### config.mk
export PLATFORM = sky130hd
export DESIGN_NAME = fp_chk_fifo
export DESIGN_NICKNAME = d
export VERILOG_FILES = /design/src/rtl/fp_result_checker_pkg.sv /design/src/rtl/fp_chk_fifo.sv
export SDC_FILE = /design/constraint.sdc
export NUM_CORES = 1
export LEC_CHECK = 0
export BUFFER_PORTS_ARGS = -buffer_cell sky130_fd_sc_hd__buf_2
export CORE_MARGIN = 3
export CORE_UTILIZATION = 60
export DETAILED_ROUTE_END_ITERATION = 7
export PLACE_DENSITY = 0.85
export SLEW_MARGIN = 25
export SYNTH_ARGS = -nofsm -noshare
export SYNTH_HDL_FRONTEND = slang
export SYNTH_SLANG_ARGS = --single-unit
### constraint.sdc
create_clock -name clock -period 37.8 [get_ports clock]
set_input_delay 1.89 -clock clock [delete_from_list [all_inputs] [get_ports clock]]
set_output_delay 1.89 -clock clock [all_outputs]
set_load 0.02 [all_outputs]
### src/rtl/fp_result_checker_pkg.sv
// Shared types for the fp_unit result checker: expected-entry layout and NaN constants.
package fp_wire;

  typedef struct packed {
    logic [31:0] data1;
    logic [31:0] data2;
    logic [31:0] result;
    logic [4:0]  flags;
    logic        canon;
  } fp_chk_entry_type;

  localparam logic [31:0] FP_CANON_NAN = 32'h7FC00000;

  // Float-result ops may return the canonical NaN for any expected NaN: ignore sign and payload.
  function automatic logic [31:0] fp_masked_diff(input logic [31:0] exp_r,
                                                 input logic [31:0] res_r,
                                                 input logic        canon);
    logic [31:0] d;
    d = exp_r ^ res_r;
    if (canon && (res_r == FP_CANON_NAN)) begin
      d[31]   = 1'b0;
      d[21:0] = '0;
    end
    return d;
  endfunction

endpackage

### src/rtl/fp_chk_fifo.sv
// First-word-fall-through FIFO of expected entries; extra pointer MSB separates full from empty.
module fp_chk_fifo
  import fp_wire::*;
#(
  parameter int unsigned DEPTH = 8
) (
  input  logic             clock,
  input  logic             reset,
  input  logic             push,
  input  logic             pop,
  input  fp_chk_entry_type din,
  output logic             full,
  output logic             empty,
  output fp_chk_entry_type dout
);

  localparam int unsigned AW = $clog2(DEPTH);

  logic [AW:0]      wr_ptr;
  logic [AW:0]      rd_ptr;
  fp_chk_entry_type mem [DEPTH];
  logic             wr_en;
  logic             rd_en;

  assign empty = (wr_ptr == rd_ptr);
  assign full  = (wr_ptr[AW] != rd_ptr[AW]) && (wr_ptr[AW-1:0] == rd_ptr[AW-1:0]);
  assign wr_en = push && !full;
  assign rd_en = pop && !empty;
  assign dout  = mem[rd_ptr[AW-1:0]];

  always_ff @(posedge clock) begin
    if (!reset) begin
      wr_ptr <= '0;
      rd_ptr <= '0;
    end else begin
      if (wr_en) wr_ptr <= wr_ptr + 1'b1;
      if (rd_en) rd_ptr <= rd_ptr + 1'b1;
    end
  end

  always_ff @(posedge clock) begin
    if (wr_en) mem[wr_ptr[AW-1:0]] <= din;
  end

endmodule

**Yosys cells after proc, flatten, opt, wreduce, memory -nomap -nowiden**

Memory sizes are Yosys's and may differ from the RTL's. A register that Yosys moved wholly into a read port is not among the register bits.
Index checks and enable logic that the tools add are counted.

- Magnitude comparators: 0
- Divide/modulo/power cells: 0
- Equal/unequal tests: 3
- Multipliers: 0
- Reductions and logical operators: 5
- Multiplexer cells: 4
- Bitwise gates (word level): 0
- Shift-type cells: 0
- Add/subtract/negate cells: 2

Operator list:

| operator | count |
|---|---|
| 4-bit by 1-bit adder with 4-bit output (second input constant) | 2 |
| 3-bit two-way mux | 2 |
| 4-bit == test | 1 |
| 3-bit == test | 1 |
| 1-bit logical AND | 3 |
| 1-bit zero test | 2 |
| 1-bit two-way mux | 2 |
| 1-bit != test | 1 |

- ROM bits: 0
- Output and inout port bits: 104
- Input port bits: 106
- Word-level logic and storage cells: 17
- Register bits: 8
- Bits in latches: 0
- RAM bits: 816
- Memories: 1

Memory list:

| name | words | width | rd ports | clocked after memory_dff | wr ports | RTL line | text |
|---|---|---|---|---|---|---|---|
| mem | 8 | 102 | 1 | 1 | 1 | fp_chk_fifo.sv:21 | `fp_chk_entry_type mem [DEPTH];` |

**Depth between registers and ports, before layout**

- Word-level depth: 6
- Mapped depth: 5
- Gate-level depth less buffers: 4

**Worst setup path after synthesis**

No wires, ideal clock.

- Path kind: input-to-reg
- Start point: in push
- End point: mem mem[3][0] in the netlist's numbering (enable)
- Slack: 24568 ps
- Stages: 2
- Path buffers: 0
- Arrival time: 12383 ps
- Setup time: 848 ps
- Required time: 36952 ps
- Cell sequence: nand2_1 nor4b_1

- Word-level cells in the longest chain between the ends: 3

Ends and longest elaborated chain:

| item | RTL line | text |
|---|---|---|
| start, declared | fp_chk_fifo.sv:9 | `input logic push,` |
| 1-bit logical AND | fp_chk_fifo.sv:27 | `assign wr_en = push && !full;` |
| 1-bit two-way mux | fp_chk_fifo.sv:42 | `if (wr_en) mem[wr_ptr[AW-1:0]] <= din;` |
| 1-bit two-way mux (implied by the code) | fp_chk_fifo.sv:42 |  |
| end, declared | fp_chk_fifo.sv:21 |  |

No other way between the ends.

==> results.yml <==
clock_network:
  cts_root_buf: "clkbuf_16"
  clock_latency_ns: 0.62
  cts_setup_buffers: 0
  h-tree-depth: 3
  clk_pin_slew_ns: 0.06
  cts_buffers: 80
  ctsResizeCount: 0
  clock_sinks: 827
  tritoncts: "yes"
  cts_max_path_buffers: 3
  cts_hold_buf: 0
place:
  gp_congestion: 0.747
  numPortBuffers: 209
  dp_hpwl_um: 32700
route:
  wl_met2_um: 31800
  viasPerCell: 6.26
  wl_per_cell_um: 28.1
  wl_met3_um: 5240
  wl_um: 63600
  drc: 0
  dr.pass1.iters: 5
  drtIter0Drc: 1378
  wl_met1_um: 24900
  ant_nets: 0
  top_layer_used: "met5"
  vias: 14200
logic_synthesis:
  synthCells: 1262
  synthFlopType: "edfxtp_1"
  yosys.area.top_type_share_pct: 77.7
  synth_fp_nets: 1370
  synthesis.area_um2: 31500
  yosysTopAreaCell: "edfxtp_1"
  yosysWarningCount: 0
  synth_edf_count: 816
  synth_common_cells: "816 x edfxtp_1, 204 x mux4_2, 61 x mux2_2"
  yosys-top-cells-area: "edfxtp_1 78%, mux4_2 15%, mux2_2 2.2%, mux2_4 2.0%, dfxtp_1 0.70%"
  synthMostInstantiatedCell: "edfxtp_1"
  synth-seq-area-share_pct: 78.4
  syn_area_per_cell_um2: 25.0
  synthArstFlopShare_pct: 0
  synth_seq_cells: 827
  synth_cell_types: 33
power:
  finalPower_w: 0.00207
  power.density_nw_per_um2: 57.7
  peakVddDrop_mv: 0.0492
  p_seq_share_pct: 50.4
  p_int_w: 0.00161
  p_sw_share_pct: 22.5
  clkPwrFrac_pct: 37.5
  comb_power_share_pct: 12.1
  switchingPower_w: 0.000466
  leakage_nw: 11.5
sta:
  rsz0062_at_grt: "no"
  hold_viol_final: 0
  fmaxAchievable_ghz: 0.148
  skew_ns: 0.0193
  fin_crit_ns: 6.77
  fin_setup_tns_ns: 0
  report.final.slew_viol_count: 0
  fin_crit_sh_pct: 17.9
  relSlewSlack_pct: 33.7
  tightest_slew_ns: 0.994
  setup_viol: 0
setup_path:
  critPathMaxStageDelay_ns: 0.78
  cp_cell_sequence: "buf_4, buf_4, buf_16, buf_4, mux4_2, mux2_4, buf_2"
  endpoint_kind: "primary output"
  start_kind: "flip-flop"
  crit_path_max_fanout: 46
  cpMostUsedCell: "buf_4"
  path_delay_family: "buffers and inverters"
  cp_data_arrival_time_ns: 4.88
  worst-path-buf-inv: 5
  crit_type: "flip-flop to primary output"
  cp.required_ns: 35.91
  slowest_stage: "buf_4"
cells_and_area:
  area_growth_pct: 13.8
  seq_area_um2: 24700
  n_fill_cell: 2958
  multiInputGateArea_um2: 6460
  nets: 1625
  final_layout_size_suffix_gt1_share_pct: 41.9
grt:
  grt_max_degree: 74
  grt_usage_pct: 23.5
  grt-ovfl-total: 0
  grt_pass1_wl_um: 96500
  antenna_found_initial: 20
  grt_pass1_vias: 15300
floorplan:
  core_area_um2: 51700
  die_y_um: 235
  pin_count: 210
  fp.dieArea_um2: 55400
  die_w_um: 235
  rows: 83
  start_util_pct: 61.0
hold_path:
  hold_class: "flip-flop to flip-flop"
job:
  drv_cap: 0
outcome:
  status: "finished clean"
-- state kept, by name (all words and copies together), names as in the netlist, named ones only --
name / cells
mem: 816
rd_ptr: 4
wr_ptr: 4
-- worst paths after layout --
kind	from	to	slack, ns	cells after the start
max	flip-flop	dout[30]	31.03	7
max reg2reg	wr_ptr[1]	mem[5][49]	34.30	5
min reg2reg	rd_ptr[2]	flip-flop	0.55	2
min	rd_ptr[2]	flip-flop	0.55	2
-- worst min-delay path: cells and delay by family, from the launching register on --
kind / cells / cell delay, ns
flops: 1 / 0.36
mux: 1 / 0.06
simple gates: 1 / 0.09
-- cells in the final DEF (no fill, tap or decap), types with 7 or more instances in the layout --
master,netlist,routed
edfxtp_1,816,816
buf_2,22,209
mux4_2,204,204
clkbuf_16,0,84
mux2_2,61,61
mux2_4,42,42
buf_4,0,22
clkbuf_1,15,20
clkinv_1,0,16
nand2_1,12,12
diode_2,0,10
mux2i_1,10,10
clkinv_2,0,9
dfxtp_1,11,8
nand2b_1,7,7
bufinv_16,0,7
-- kinds of logic (layout without fill, tap and decap cells) --
| group | count (synthesis) | after routing | synth area share [%] |
|---|---|---|---|
| adder cells (fa/ha/maj) | 2 | 2 | 0.0793 |
| other | 0 | 10 | 0 |
| AO/OA/AOI/OAI | 7 | 7 | 0.214 |
| XOR/XNOR | 8 | 8 | 0.222 |
| flip-flops | 827 | 827 | 78.4 |
| multiplexers | 317 | 317 | 19.1 |
| buffers and inverters | 62 | 376 | 1.32 |
| AND/OR/NAND/NOR | 39 | 39 | 0.742 |
-- through the flow --
stage / util (%) / setup WS, ns / std cells / cell area [µm²] / hold slack (ns)
after global placement: 64.3 / 31.29 / 2113 / 33300 / 0.529
after floorplan: - / 24.57 / 1262 / 31500 / 0.513
after CTS: 69.3 / 30.56 / 2254 / 35800 / 0.556
after global routing: 69.4 / 30.55 / 2263 / 35900 / 0.589
final: 69.4 / 31.03 / 2266 / 35900 / 0.550
after detailed placement: 64.3 / 31.22 / 2113 / 33300 / 0.552
-- routing by layer --
layer  vias to the layer above  global-route usage [%]
met4                        22                    8.74
li1                       5956                       -
met1                      7477                    32.3
met2                       612                    37.2
met3                       125                    5.95
met5                         -                       0
-- power groups by stage --
stage,combinational (W),sequential (W),clock [W]
4_1_cts,0.000252,0.00105,0.000790
3_3_place_gp,0.000244,0.00106,0
6_report,0.000250,0.00105,0.000777
3_5_place_dp,0.000249,0.00106,0
2_1_floorplan,0.000192,0.00106,0
5_1_grt,0.000266,0.00105,0.000825
-- area by class of cell --
class / instances / share of cell area, %
tap: 680 / 2.37
antenna: 10 / 0.0697
sequential: 827 / 68.9
multi-input combinational: 373 / 18.0
clock buffer: 105 / 6.10
timing repair buffer: 235 / 3.59
clock inverter: 36 / 0.990
(Power assumes the default switching activity.)
